--- src/rtl/shift_seq_pkg.sv ---
// Shared types and next-value helper for the shift/rotate sequencer.
package shift_seq_pkg;

  localparam int unsigned MAX_BITS = 64;
  localparam int unsigned IDX_W    = $clog2(MAX_BITS);

  typedef enum logic [1:0] {
    OP_LOAD = 2'b00,
    OP_SHL  = 2'b01,
    OP_SHR  = 2'b10,
    OP_ROTL = 2'b11
  } op_e;

  typedef enum logic [1:0] {
    IDLE  = 2'b00,
    SHIFT = 2'b01,
    DONE  = 2'b10
  } state_e;

  // One shift/rotate step on the low w bits of q; bits above w are don't-care.
  function automatic logic [MAX_BITS-1:0] next_q(input op_e op,
                                                 input logic [MAX_BITS-1:0] q,
                                                 input logic ser_in,
                                                 input int unsigned w);
    logic [MAX_BITS-1:0] r;
    r = q;
    case (op)
      OP_SHL:  r = {q[MAX_BITS-2:0], ser_in};
      OP_SHR: begin
        r = q >> 1;
        r[IDX_W'(w - 1)] = ser_in;
      end
      OP_ROTL: r = {q[MAX_BITS-2:0], q[IDX_W'(w - 1)]};
      default: r = q;
    endcase
    return r;
  endfunction

endpackage

--- src/rtl/shift_seq_dp.sv ---
// Storage register: parallel load or single-step shift/rotate with serial tap.
module shift_seq_dp
  import shift_seq_pkg::*;
#(
  parameter int unsigned bits = 8
) (
  input  logic            clk,
  input  logic            rst,
  input  logic            load_en,
  input  logic            shift_en,
  input  op_e             op,
  input  logic [bits-1:0] d_in,
  input  logic            ser_in,
  output logic [bits-1:0] q,
  output logic            ser_out
);

  always_ff @(posedge clk or posedge rst) begin
    if (rst) begin
      q       <= '0;
      ser_out <= 1'b0;
    end else if (load_en) begin
      q <= d_in;
    end else if (shift_en) begin
      q       <= bits'(next_q(op, MAX_BITS'(q), ser_in, bits));
      ser_out <= (op == OP_SHR) ? q[0] : q[bits-1];
    end
  end

endmodule

--- src/rtl/shift_seq_ctrl.sv ---
// Command sequencer: accepts load/shift/rotate commands and steps the register.
module shift_seq_ctrl
  import shift_seq_pkg::*;
#(
  parameter  int unsigned bits = 8,
  localparam int unsigned CW   = $clog2(bits) + 1
) (
  input  logic            clk,
  input  logic            rst,
  input  logic            cmd_valid,
  output logic            cmd_ready,
  input  logic [1:0]      cmd_op,
  input  logic [CW-1:0]   cmd_cnt,
  input  logic [bits-1:0] d_in,
  input  logic            ser_in,
  output logic [bits-1:0] q,
  output logic            ser_out,
  output logic            busy,
  output logic            done
);

  state_e        state, state_nxt;
  op_e           op_q;
  op_e           cmd_op_e;
  logic [CW-1:0] remaining;
  logic          accept;
  logic          load_en;
  logic          shift_en;

  assign cmd_op_e = op_e'(cmd_op);
  assign accept   = cmd_valid && (state == IDLE);

  always_ff @(posedge clk or posedge rst) begin
    if (rst) state <= IDLE;
    else     state <= state_nxt;
  end

  // Latched op and remaining-step counter for the active command.
  always_ff @(posedge clk or posedge rst) begin
    if (rst) begin
      remaining <= '0;
      op_q      <= OP_LOAD;
    end else if (accept) begin
      remaining <= cmd_cnt;
      op_q      <= cmd_op_e;
    end else if (state == SHIFT) begin
      remaining <= remaining - CW'(1);
    end
  end

  always_comb begin
    state_nxt = state;
    case (state)
      IDLE: begin
        if (accept) begin
          if (cmd_op_e == OP_LOAD || cmd_cnt == '0) state_nxt = DONE;
          else                                      state_nxt = SHIFT;
        end
      end
      SHIFT:   if (remaining == CW'(1)) state_nxt = DONE;
      DONE:    state_nxt = IDLE;
      default: state_nxt = IDLE;
    endcase
  end

  // cmd_ready is also forced low while reset is held.
  always_comb begin
    cmd_ready = 1'b0;
    busy      = 1'b0;
    done      = 1'b0;
    load_en   = 1'b0;
    shift_en  = 1'b0;
    cmd_ready = (state == IDLE) && !rst;
    busy      = (state != IDLE);
    done      = (state == DONE);
    load_en   = accept && (cmd_op_e == OP_LOAD);
    shift_en  = (state == SHIFT);
  end

  shift_seq_dp #(.bits(bits)) u_dp (
    .clk      (clk),
    .rst      (rst),
    .load_en  (load_en),
    .shift_en (shift_en),
    .op       (op_q),
    .d_in     (d_in),
    .ser_in   (ser_in),
    .q        (q),
    .ser_out  (ser_out)
  );

endmodule

--- config.mk ---
export PLATFORM = sky130hd
export DESIGN_NAME = shift_seq_ctrl
export DESIGN_NICKNAME = d
export VERILOG_FILES = /design/src/rtl/shift_seq_pkg.sv /design/src/rtl/shift_seq_dp.sv /design/src/rtl/shift_seq_ctrl.sv
export SDC_FILE = /design/constraint.sdc
export NUM_CORES = 1
export LEC_CHECK = 0
export ABC_AREA = 1
export CAP_MARGIN = 20
export CORE_MARGIN = 2
export CORE_UTILIZATION = 35
export DETAILED_ROUTE_END_ITERATION = 10
export GPL_TIMING_DRIVEN = 0
export PLACE_DENSITY = 0.59
export SYNTH_ARGS = -nofsm -noshare
export SYNTH_HDL_FRONTEND = slang
export SYNTH_SLANG_ARGS = --single-unit
export TNS_END_PERCENT = 5
--- constraint.sdc ---
create_clock -name clk -period 2.2 [get_ports clk]
set_clock_uncertainty 0.1 [all_clocks]
set_input_delay 0.22 -clock clk [delete_from_list [all_inputs] [get_ports clk]]
set_output_delay 0.22 -clock clk [all_outputs]
set_load 0.02 [all_outputs]
==> impl_metrics.json, run 1 <==
{
  "outcome": "finished, final reports clean",
  "power_density_mw_per_mm2": 1300,
  "total_clock_buffers_created_by_cts": 3,
  "grt_setup_unrepaired": "false",
  "gr-usage-all-layers_pct": 16.9,
  "drc_errors": 0,
  "first_pass_iters": 4,
  "vias": 1126,
  "max_freq_mhz": 507,
  "ys_top_cells_by_area": "dfrtp_1, nand2_1, inv_1",
  "mappedNetlistArea_mm2": 0.00110,
  "holdBufCountCts": 0,
  "clockRootBuffer": "clkbuf_4",
  "finalWirelength_um": 2740,
  "postLayoutCoreUtil_pct": 48.4,
  "dieHeight_um": 60.1,
  "finalNetCount": 214,
  "async_flop_share_pct": 100,
  "critical_path_arrival_ps": 1650,
  "yosys.cell_types.count": 20,
  "starting_utilization_of_the_core_area_pct": 36.4,
  "postSynthAreaPerCell_um2": 6.93,
  "leakagePower_nw": 0.750,
  "clock_tree.htree_level_count": 1,
  "cts_setup_buffers": 0,
  "min-delay-path-class": "in -> async",
  "vdd.ir_drop.worst_v": 0.000648,
  "critPathCaptureType": "output port",
  "finalSetupViolations": 0,
  "cts-resized-gates": 0,
  "placementRows": 20,
  "clk-insertion-delay-late_ps": 300,
  "initialDrtViolationCount": 59,
  "drv_cap": 0,
  "timing.final.crit_share_pct": 89.6,
  "worst_ep_required_time_ps": 1880,
  "path_class": "reg -> out",
  "met2WireLength_um": 1320,
  "antenna_cells_inserted": 0,
  "fin_crit_ps": 1970,
  "clockBufferDepth": 2,
  "uppermost_routed_layer": "met4",
  "worst_setup_path_start_kind": "flop",
  "max-slew-margin-rel_pct": 52.9,
  "globalRouteOverflowTotal": 0,
  "synth-edff-count": 0,
  "ys_seq_area_share_pct": 38.6,
  "r2r.worst_path.cells": 6,
  "antenna_found_initial": 0,
  "core_area_mm2": 0.00303,
  "synthFlopType": "dfrtp_1",
  "postSynthCellCount": 159,
  "routed_via_density": 4.79,
  "area_growth_syn_to_layout_pct": 32.9,
  "routabilityCongestion": 0.799,
  "synthesized_flop_and_latch_total": 17,
  "final.setup.tns_ps": 0,
  "layout.area.seq_um2": 425,
  "place.detailed.hpwl_um": 1990,
  "met1_length_um": 1200,
  "timing_worst_slew_pin_value_ps": 706,
  "port_bufs": 28,
  "filler_cell_count": 319,
  "die_area_mm2": 0.00361,
  "drt-wirelength-per-cell_um": 11.7,
  "synth_top_area_share_pct": 38.6,
  "drive_above_1_share_pct": 8.38,
  "synth_area_leader_cell": "dfrtp_1",
  "global_route_wire_length_before_repair_um": 4600,
  "clock-sinks": 17,
  "die_w_um": 60.1,
  "multi_input_area_um2": 603,
  "wl_met3_um": 175,
  "design.portCount": 30,
  "final_antenna_net_count": 0,
  "power_consumption_mw": 1.91,
  "cts_tree": "yes",
  "synthesis.nets": 181,
  "synthesis.yosys.warnings": 0,
  "critical_path.max_fanout": 3,
  "grt_start_max_net_pins": 18,
  "drv_slew": 0,
  "grt_pass1_vias": 1116,
  "clk_transition_reported_paths_ps": 120,
  "finalHoldViolations": 0
}
[state kept, by name (all words and copies together), names as in the netlist]
signal / count
op_q: 2
remaining: 4
state: 2
u_dp.q: 8
u_dp.ser_out: 1
[placed cells by master (no fill, tap or decap)]
| cell | n |
|---|---|
| clkinv_2 | 1 |
| clkbuf_4 | 3 |
| inv_2 | 2 |
| and3_1 | 1 |
| nand2_1 | 79 |
| nand3_1 | 7 |
| inv_1 | 15 |
| nor2_4 | 2 |
| nor2_1 | 6 |
| dfrtp_1 | 17 |
| nand2_4 | 1 |
| a21boi_0 | 1 |
| ha_1 | 4 |
| buf_2 | 2 |
| nand3_4 | 1 |
| clkdlybuf4s50_1 | 28 |
| a21oi_1 | 2 |
| o21ai_0 | 3 |
| nand4_1 | 7 |
| o211ai_1 | 3 |
| xor2_1 | 2 |
| nand2_2 | 3 |
| nor2_2 | 1 |
[final cells by class]
type                            instances  area share (%)
Multi-Input combinational cell        123            41.2
Sequential cell                        17            29.0
Timing Repair Buffer                   28            19.1
Inverter                               17            4.36
Tap cell                               44            3.76
Clock buffer                            3            1.54
Buffer                                  2           0.683
Clock inverter                          1           0.342
[routing by layer]
layer | track usage [%] | up-vias
met4 | 7.62 | 0
met2 | 29.8 | 46
met1 | 20.3 | 508
met5 | 0 | -
li1 | - | 566
met3 | 1.95 | 6
[critical path, cell delays in order, from the launching register on]
cell	delay, ps
dfrtp_1	430
inv_1	120
nand2_1	100
nor2_1	90
clkdlybuf4s50_1	600
[through the flow]
stage	hold WS (ps)	area, um^2	setup WS (ps)	cells
2_1_floorplan	46.1	1100	875	159
3_3_place_gp	409	1440	437	231
3_5_place_dp	427	1440	422	231
4_1_cts	248	1470	220	235
5_1_grt	295	1470	125	235
6_report	248	1470	228	235
[logic make-up (layout without fill, tap and decap cells)]
family | after synthesis | after routing | synth area share, %
AOI/OAI and AO/OA | 9 | 9 | 4.99
xor gates and xnor gates | 2 | 2 | 1.59
adders and majority gates | 4 | 4 | 4.54
buffers and inverters | 19 | 51 | 6.70
DFF | 17 | 17 | 38.6
and+or+nand+nor | 108 | 108 | 43.6
[cells in the mapped netlist (3+ instances only)]
cell,instances
nand4_1,7
nand2_2,3
dfrtp_1,17
o21ai_0,3
ha_1,4
o211ai_1,3
nand2_1,79
nor2_1,6
nand3_1,7
inv_1,15
[worst paths after layout]
kind                            from  slack (ps)        end
min in group clk           cmd_valid         250    op_q[1]
setup / recovery            state[1]         230  cmd_ready
setup reg to reg            state[0]         700  u_dp.q[6]
hold reg to reg              op_q[1]         450    op_q[1]
hold / removal                   rst         250   state[1]
max in group asynchronous        rst        1310  u_dp.q[6]
[where the power goes]
| group | leakage, nW | switching, mW | total, mW | internal (mW) |
|---|---|---|---|---|
| Sequential | 0.214 | 0.126 | 0.580 | 0.454 |
| Clock | 0.0177 | 0.113 | 0.181 | 0.0676 |
| Combinational | 0.519 | 0.688 | 1.15 | 0.457 |
| Total | 0.750 | 0.928 | 1.91 | 0.978 |
No activity file was read; power rests on OpenSTA's default activity.
==> run 2, diff against run 1 <==
- DONT_BUFFER_PORTS: default -> 1
- MAX_ROUTING_LAYER: default -> met4
- PLACE_DENSITY: 0.59 -> 0.47
- clock period: 2.2 -> 2.5 ns (I/O delays scaled with it)
==> run 2 against run 1 <==
Net effect: flip-flop and latch count unchanged; die area unchanged; design area down 16%; critical path type unchanged; highest routed layer unchanged; non-clock buffer count down 24; register-to-register slack better by 290 ps; largest power group unchanged; critical endpoint unchanged.
==> impl_metrics.json, run 2 (synthesis gave the netlist of run 1 again) <==
{
  "vias": 1012,
  "layout.area.seq_um2": 425,
  "worstSetupEndpoint": "cmd_ready",
  "clk_transition_reported_paths_ps": 110,
  "clk-insertion-delay-late_ps": 290,
  "final_common_cell": "nand2_1",
  "timing.final.crit_share_pct": 69.6,
  "layout.cells.most_common_list": "nand2_1, dfrtp_1, inv_1, nand3_1, nand4_1",
  "port_bufs": 0,
  "antenna_found_initial": 0,
  "power_consumption_mw": 1.49,
  "final_antenna_net_count": 0,
  "worstReg2RegStart": "state[1]",
  "global_route_wire_length_before_repair_um": 4600,
  "routed_via_density": 4.80,
  "power.share.clock_pct": 10.3,
  "die_w_um": 60.1,
  "finalNonFillerCells": 211,
  "starting_utilization_of_the_core_area_pct": 36.4,
  "power_density_mw_per_mm2": 1220,
  "antenna_cells_inserted": 0,
  "initialDrtViolationCount": 55,
  "min-delay-path-class": "in -> reg",
  "vdd.ir_drop.worst_v": 0.000549,
  "leakagePower_nw": 0.658,
  "finalNetCount": 190,
  "fin_crit_ps": 1740,
  "finalSetupViolations": 0,
  "worst_ep_required_time_ps": 2150,
  "dieHeight_um": 60.1,
  "critical_path_arrival_ps": 1390,
  "grt_start_max_net_pins": 18,
  "p_comb_share_pct": 50.5,
  "path_class": "reg -> out",
  "fin_worst_hold_slack_ps": 7.75,
  "die_area_mm2": 0.00361,
  "drv_slew": 0,
  "total_clock_buffers_created_by_cts": 3,
  "timing_worst_slew_pin_value_ps": 696,
  "timing.critical_path.from": "state[1]",
  "r2r.worst_path.cells": 6,
  "holdBufCountCts": 4,
  "biggest_register": "u_dp.q",
  "cts_setup_buffers": 0,
  "cts_tree": "yes",
  "p_sw_share_pct": 52.2,
  "globalRouteOverflowTotal": 0,
  "finalHoldViolations": 0,
  "cts-resized-gates": 0,
  "design.portCount": 30,
  "largest_registers": "u_dp.q: 8 flops, remaining: 4 flops",
  "routabilityCongestion": 0.824,
  "dpl.cell_count": 203,
  "placementRows": 20,
  "net_switching_power_of_the_design_mw": 0.779,
  "final.setup.tns_ps": 0,
  "worst_setup_path_start_kind": "flop",
  "largest_reg_flops": 8,
  "max-slew-margin-rel_pct": 53.5,
  "multi_input_area_um2": 603,
  "clockRootBuffer": "clkbuf_4",
  "drive_above_1_share_pct": 8.98,
  "p_int_mw": 0.713,
  "drt-wirelength-per-cell_um": 12.6,
  "core_area_mm2": 0.00303,
  "clock_tree.htree_level_count": 1,
  "outcome": "finished, final reports clean",
  "critPathCaptureType": "output port",
  "first_pass_iters": 4,
  "worst_reg2reg_endpoint": "u_dp.q[0]",
  "clock-sinks": 17,
  "pwr-share-seq_pct": 39.2,
  "max_freq_mhz": 575,
  "drc_errors": 0,
  "gr-usage-all-layers_pct": 17.5,
  "critical_path.max_fanout": 3,
  "place.detailed.hpwl_um": 2000,
  "grt_setup_unrepaired": "false",
  "drv_cap": 0,
  "grt_pass1_vias": 1051,
  "finalWirelength_um": 2660,
  "clockBufferDepth": 2,
  "r2r_slack_ps": 990,
  "area_growth_syn_to_layout_pct": 11.0,
  "filler_cell_count": 340
}
run 2: cell count changes in the layout (fill, tap and decap cells not counted):
cell,previous run,this run
clkbuf_1,0,1
dlygate4sd3_1,0,4
clkdlybuf4s50_1,28,0
clkinv_2,1,0
run 2: worst min-delay path by stage:
| stage | startpoint | endpoint | slack (ps) | depth (start not counted) |
|---|---|---|---|---|
| 2_1_floorplan | rst | op_q[0] | 80 | 1 |
| 3_3_place_gp | rst | state[1] | 200 | 1 |
| 3_5_place_dp | rst | op_q[1] | 190 | 1 |
| 4_1_cts | cmd_cnt[1] | remaining[1] | 0.8 | 2 |
| 5_1_grt | cmd_cnt[1] | remaining[1] | 20 | 2 |
| 6_report | cmd_cnt[1] | remaining[1] | 8 | 2 |
run 2: power groups by stage:
stage / Sequential [mW] / Clock [mW] / Combinational, mW
final: 0.585 / 0.153 / 0.754
after CTS: 0.589 / 0.159 / 0.765
after floorplan: 0.562 / 0 / 0.616
after detailed placement: 0.595 / 0 / 0.757
after global routing: 0.609 / 0.172 / 0.886
after global placement: 0.592 / 0 / 0.756
run 2: layout make-up:
| class | instances | area share (%) |
|---|---|---|
| Tap cell | 44 | 4.50 |
| Timing Repair Buffer | 4 | 3.27 |
| Buffer | 2 | 0.818 |
| Sequential cell | 17 | 34.8 |
| Inverter | 17 | 5.21 |
| Multi-Input combinational cell | 123 | 49.3 |
| Clock buffer | 4 | 2.15 |
run 2: per-stage QoR:
stage | area, um^2 | utilization (%) | setup WS [ps]
floorplan | 1100 | - | 1150
global placement | 1160 | 38.2 | 977
detailed placement | 1160 | 38.2 | 990
CTS | 1220 | 40.4 | 739
global route | 1220 | 40.4 | 676
finish | 1220 | 40.4 | 761
run 2: metal layers:
| metal | share of wire (%) | routed length (um) | track usage (%) |
|---|---|---|---|
| met5 | 0 | 0 | - |
| met4 | 0.72 | 19 | 6.67 |
| met3 | 5.6 | 150 | 3.46 |
| met2 | 47 | 1250 | 28.4 |
| met1 | 47 | 1240 | 21.3 |
run 2: critical path, stage by stage, from the launching register on:
cell and delay [ps]:
dfrtp_1 420, inv_1 120, nand2_1 200, nor2_1 360
